$ cat src/rtl/viterbi_ctrl.sv
// Viterbi decoder frame controller.
// Sequences one frame as: clear path metrics, accept FRAME_LEN symbol pairs
// into the ACS units and path memory, trace back through the path memory,
// then pulse frame_done and count the frame.
module viterbi_ctrl #(
    parameter int FRAME_LEN = 64,
    parameter int ADDR_W    = 6
) (
    input  logic              clk,
    input  logic              rst,
    input  logic              flush,
    input  logic              sym_valid,
    output logic              sym_ready,
    output logic              metric_clr,
    output logic              acs_en,
    output logic [ADDR_W-1:0] wr_addr,
    output logic              tb_start,
    output logic              tb_en,
    output logic [ADDR_W-1:0] rd_addr,
    output logic              dec_valid,
    output logic [ADDR_W-1:0] dec_idx,
    output logic              frame_done,
    output logic [7:0]        frame_cnt
);

    // Index of the last symbol of a frame; traceback starts here.
    localparam logic [ADDR_W-1:0] LAST_IDX = ADDR_W'(FRAME_LEN - 1);
    localparam logic [ADDR_W-1:0] ONE      = ADDR_W'(1);

    typedef enum logic [1:0] {
        CLR  = 2'd0,
        ACS  = 2'd1,
        TB   = 2'd2,
        DONE = 2'd3
    } state_t;

    state_t            state;
    state_t            state_nxt;
    logic [ADDR_W-1:0] sym_cnt;
    logic [ADDR_W-1:0] tb_cnt;

    // State register.
    // NOTE: sequential state uses non-blocking assignments so every register
    // samples the pre-edge values of the others, independent of block order.
    always_ff @(posedge clk or posedge rst) begin
        if (rst) begin
            state <= CLR;
        end else begin
            state <= state_nxt;
        end
    end

    // Next-state decode and the state-derived control outputs.
    // NOTE: every signal written here gets a default first, so no path leaves
    // a value unassigned and no latch is inferred.
    always_comb begin
        state_nxt  = state;
        metric_clr = 1'b0;
        sym_ready  = 1'b0;
        tb_en      = 1'b0;
        tb_start   = 1'b0;
        frame_done = 1'b0;

        case (state)
            CLR: begin
                metric_clr = 1'b1;
                state_nxt  = ACS;
            end
            ACS: begin
                sym_ready = ~flush;
                if (sym_valid && !flush && sym_cnt == LAST_IDX) begin
                    state_nxt = TB;
                end
            end
            TB: begin
                tb_en    = 1'b1;
                tb_start = (tb_cnt == LAST_IDX);
                if (tb_cnt == '0) begin
                    state_nxt = DONE;
                end
            end
            DONE: begin
                frame_done = ~flush;
                state_nxt  = CLR;
            end
            default: state_nxt = CLR;
        endcase

        // Abort wins over every other transition, including the DONE exit.
        if (flush) begin
            state_nxt = CLR;
        end
    end

    assign acs_en  = sym_valid & sym_ready;
    assign wr_addr = sym_cnt;
    assign rd_addr = tb_cnt;

    // Symbol (write) and traceback (read) address counters.
    always_ff @(posedge clk or posedge rst) begin
        if (rst) begin
            sym_cnt <= '0;
            tb_cnt  <= '0;
        end else if (flush) begin
            sym_cnt <= '0;
            tb_cnt  <= '0;
        end else begin
            if (acs_en) begin
                if (sym_cnt == LAST_IDX) begin
                    sym_cnt <= '0;
                    tb_cnt  <= LAST_IDX;
                end else begin
                    sym_cnt <= sym_cnt + ONE;
                end
            end
            // Counts down to zero and parks there until the next frame loads it.
            if (state == TB && tb_cnt != '0) begin
                tb_cnt <= tb_cnt - ONE;
            end
        end
    end

    // Decoded-bit qualifiers trail the read address by the path-memory latency.
    always_ff @(posedge clk or posedge rst) begin
        if (rst) begin
            dec_valid <= 1'b0;
            dec_idx   <= '0;
        end else if (flush) begin
            dec_valid <= 1'b0;
            dec_idx   <= '0;
        end else begin
            dec_valid <= tb_en;
            dec_idx   <= rd_addr;
        end
    end

    // Completed-frame counter, wrapping naturally at 8 bits.
    always_ff @(posedge clk or posedge rst) begin
        if (rst) begin
            frame_cnt <= '0;
        end else if (frame_done) begin
            frame_cnt <= frame_cnt + 8'd1;
        end
    end

endmodule
$ cat config.mk
export PLATFORM = sky130hd
export DESIGN_NAME = viterbi_ctrl
export DESIGN_NICKNAME = d
export VERILOG_FILES = /design/src/rtl/viterbi_ctrl.sv
export SDC_FILE = /design/constraint.sdc
export NUM_CORES = 1
export LEC_CHECK = 0
export BUFFER_PORTS_ARGS = -buffer_cell sky130_fd_sc_hd__buf_4
export CAP_MARGIN = 10
export CELL_PAD_IN_SITES_DETAIL_PLACEMENT = 1
export CELL_PAD_IN_SITES_GLOBAL_PLACEMENT = 2
export CORE_MARGIN = 4
export CORE_UTILIZATION = 29
export CTS_CLUSTER_DIAMETER = 30
export DETAILED_ROUTE_END_ITERATION = 7
export PLACE_DENSITY_LB_ADDON = 0.2
export SLEW_MARGIN = 40
export SYNTH_ARGS = -nofsm -noshare
export SYNTH_HDL_FRONTEND = slang
export SYNTH_SLANG_ARGS = --single-unit
$ cat constraint.sdc
create_clock -name clk -period 1.5 [get_ports clk]
set_input_delay 0.075 -clock clk [delete_from_list [all_inputs] [get_ports clk]]
set_output_delay 0.075 -clock clk [all_outputs]
set_load 0.005 [all_outputs]
==> summary.md <==
| Metric | Value |
|---|---|
| Status | finished with violations |
| Failing checks | setup timing |
| Clk_skew | roughly 0.0047 ns |
| CTS tree | done |
| Chip Height | 79.2 um |
| Max_slew headroom | 0.752 |
| Startpoint type of the worst setup path | register |
| Syn Nets | 149 |
| Critical path type | reg2reg |
| Setup violators final | 3 |
| Worst reg-to-reg path cell count | 6 |
| Fin. Hold Viols | 0 |
| Yosys cell types | 39 |
| Clk sinks | 29 |
| Die Footprint | 6280 sq um |
| CTS root buf | clkbuf_8 |
| Dpl cell area | 2090 sq um |
| Inserted Diodes | 0 |
| Via/cell ratio | 4.67 |
| Most frequent cells in the layout | 82 x buf_4, 25 x dfrtp_1, 10 x nor2_1 |
| # IOs | 37 |
| CP endpoint kind | register |
| Sequential area share after synthesis | 0.493 |
| Synth warn | 0 |
| Pleak | between 0.001 and 0.0015 uW |
| Core Area | about 4800 sq um |
| Area leader, netlist | dfrtp_1 |
| RR Startpoint | state[0] |
| Port Buffers | 36 |
| Post-DP HPWL | 3.08 mm |
| Crit path from | state[0] |
| DR iter-0 viols | 33 |
| CP max FO | 4 |
| CP required | around 1.7 ns |
| 1st-pass router iterations | 4 |
| Residual DRC count | 0 |
| CP Data Arrival Time | 1.76 ns |
| Crit path to | rd_addr[3] |
| Largest net degree at the start of global routing | 30 |
| Clock Tree Buf Depth | 2 |
| Yosys top cell area share | 0.493 |
| Final setup margin | -0.0510 ns |
| Rows | 25 |
| Min cycle time layout | around 1.6 ns |
| HP Class | in2reg |
| Mapped Area | 1470 sq um |
| Top post-synthesis cells by area | dfrtp_1 49%, ha_1 7.7%, xnor2_1 3.6% |
| Cells after synthesis | ~140 |
| Overall Global Routing Usage | 0.146 |
| Htree depth | 2 |
| Yosys reg bits | 29 |
| Util after Layout | 0.510 |
| Fin. max-slew vios | 0 |
| Layout net count | 240 |
| CTS Buf Count | 5 |
| Syn_area_per_cell | approximately 11 sq um |
| Gpl congestion | 0.787 |
| Final Cell Area | around 2500 sq um |
| RSZ-0062 raised after global routing | yes |
| Share of cells above drive strength 1 | 0.575 |
| Fmax | 645 MHz |
| Pre-CTS WS | -0.148 ns |
| Die width | 79.2 um |
| Detailed-route via count | 1369 |
| Worst reg2reg path endpoint | rd_addr[3] |
| Clk_lat worst skew | between 0.2 and 0.3 ns |
| First-pass GRT wire length | just over 7 mm |
| Worst-Margin Slew | 0.373 ns |
| Reg-to-reg slack, setup | -0.05 ns |
| EDFF count, synth | 0 |
| Top_reg_cell synth | dfrtp_1 |
| Ys async rst share | 1.00 |
| Total wire length | 4.32 mm |
| WL per Instance | roughly 15 um |
| Vias in the first global route | 1481 |
| Routed Antenna Nets | 0 |
| GR Overflow Total | 0 |
| Clk slew on worst S/H paths | 0.06 ns |
| P per Cell Area | ~1000 nW/um^2 |
| Synthesis-to-finish area growth | 67.0% |
| Commonest non-fill, non-tap cell in the layout | buf_4 |
| Max VDD drop | 0.446 mV |
| # Max-Cap Violations | 0 |
| Period utilisation layout | 1.03 |
| Initial antenna violation count | 0 |
| Effective utilization at floorplan | 0.305 |
[per-layer routing]
metal | routed length, um | track usage | vias up
li1 | - | - | 661
met1 | 1850 | 0.173 | 675
met2 | 2260 | 0.256 | 27
met3 | 168 | 0.0442 | 6
met4 | 50 | 0.0412 | 0
met5 | 0 | 0 | -
[final cells by class]
cell class | count | area (sq um)
Fill cell | 553 | 2360
Sequential cell | 29 | 731
Clock inverter | 1 | 5.00
Tap cell | 67 | 83.8
Clock buffer | 5 | 68.8
Inverter | 7 | 26.3
Multi-Input combinational cell | 95 | 850
Timing Repair Buffer | 89 | 693
[cells in the mapped netlist (2+ instances only)]
library cell	instances
a21oi_1	4
o21ai_0	2
o21ai_1	2
nand3_1	5
mux2i_1	2
nand4_1	5
xnor2_1	6
nand2b_1	3
xor2_1	3
inv_1	6
clkbuf_1	2
nor2b_1	8
a211oi_1	2
nand2_1	8
ha_1	9
nor3_1	5
a31oi_1	4
dfrtp_1	29
nor2_1	11
[repair_timing]
item / CTS / global route
buffers inserted: 6 / 13
pin swaps: 8 / 12
gates cloned: 0 / 0
gates resized for setup: 7 / 29
hold buffers: 1 / 0
setup endpoints to repair: 12 / 23
hold endpoints to repair: 29 / 0
[worst max-delay path: stages (launching register included)]
cell and delay, ns:
dfrtp_2 0.41, inv_2 0.08, ha_4 0.16, or4b_4 0.47, a211oi_2 0.16, a21oi_1 0.07
a21oi_1 0.13
[registers in the layout, summed over array words and instances (netlist names)]
| signal | flops |
|---|---|
| wr_addr | 6 |
| frame_cnt | 8 |
| rd_addr | 6 |
| state | 2 |
| dec_idx | 6 |
| dec_valid | 1 |
[through the flow]
step	TNS [ns]	cells	power [uW]	hold WS, ns
final	-0.115	293	2470	0.166
after global placement	-0.146	267	1610	0.175
after CTS	-0.169	280	2320	0.158
after global routing	-0.658	293	2650	0.185
after detailed placement	-0.523	267	1650	0.192
after floorplan	-0.206	136	1300	0.153
[cells by family (layout without fill, tap and decap cells)]
kind of cell             Yosys count  in the layout  share of synthesized area
AO/OA/AOI/OAI                     23             23                      0.117
AND/OR/NAND/NOR                   51             51                      0.200
XOR/XNOR                           9              9                     0.0536
buffers and inverters             12            102                     0.0391
flip-flops                        29             29                      0.493
multiplexers                       3              3                     0.0213
adder cells (fa/ha/maj)            9              9                     0.0765
[how the worst min path moves through the flow]
| stage | startpoint | end | slack [ns] | cells after the start |
|---|---|---|---|---|
| after detailed placement | rst | frame_cnt[7] | 0.19 | 3 |
| after global routing | flush | state[0] | 0.18 | 2 |
| after CTS | flush | rd_addr[4] | 0.16 | 2 |
| after floorplan | rst | dec_idx[0] | 0.15 | 1 |
| final | flush | rd_addr[4] | 0.17 | 2 |
| after global placement | rst | frame_cnt[7] | 0.18 | 3 |
[power by group]
part | switching, uW | leakage (uW) | total, uW | internal (uW)
Combinational | 396 | 0.000765 | 935 | 538
Sequential | 96.1 | 0.000393 | 955 | 859
Clock | 277 | 0.0000399 | 581 | 304
(Power assumes the default switching activity.)
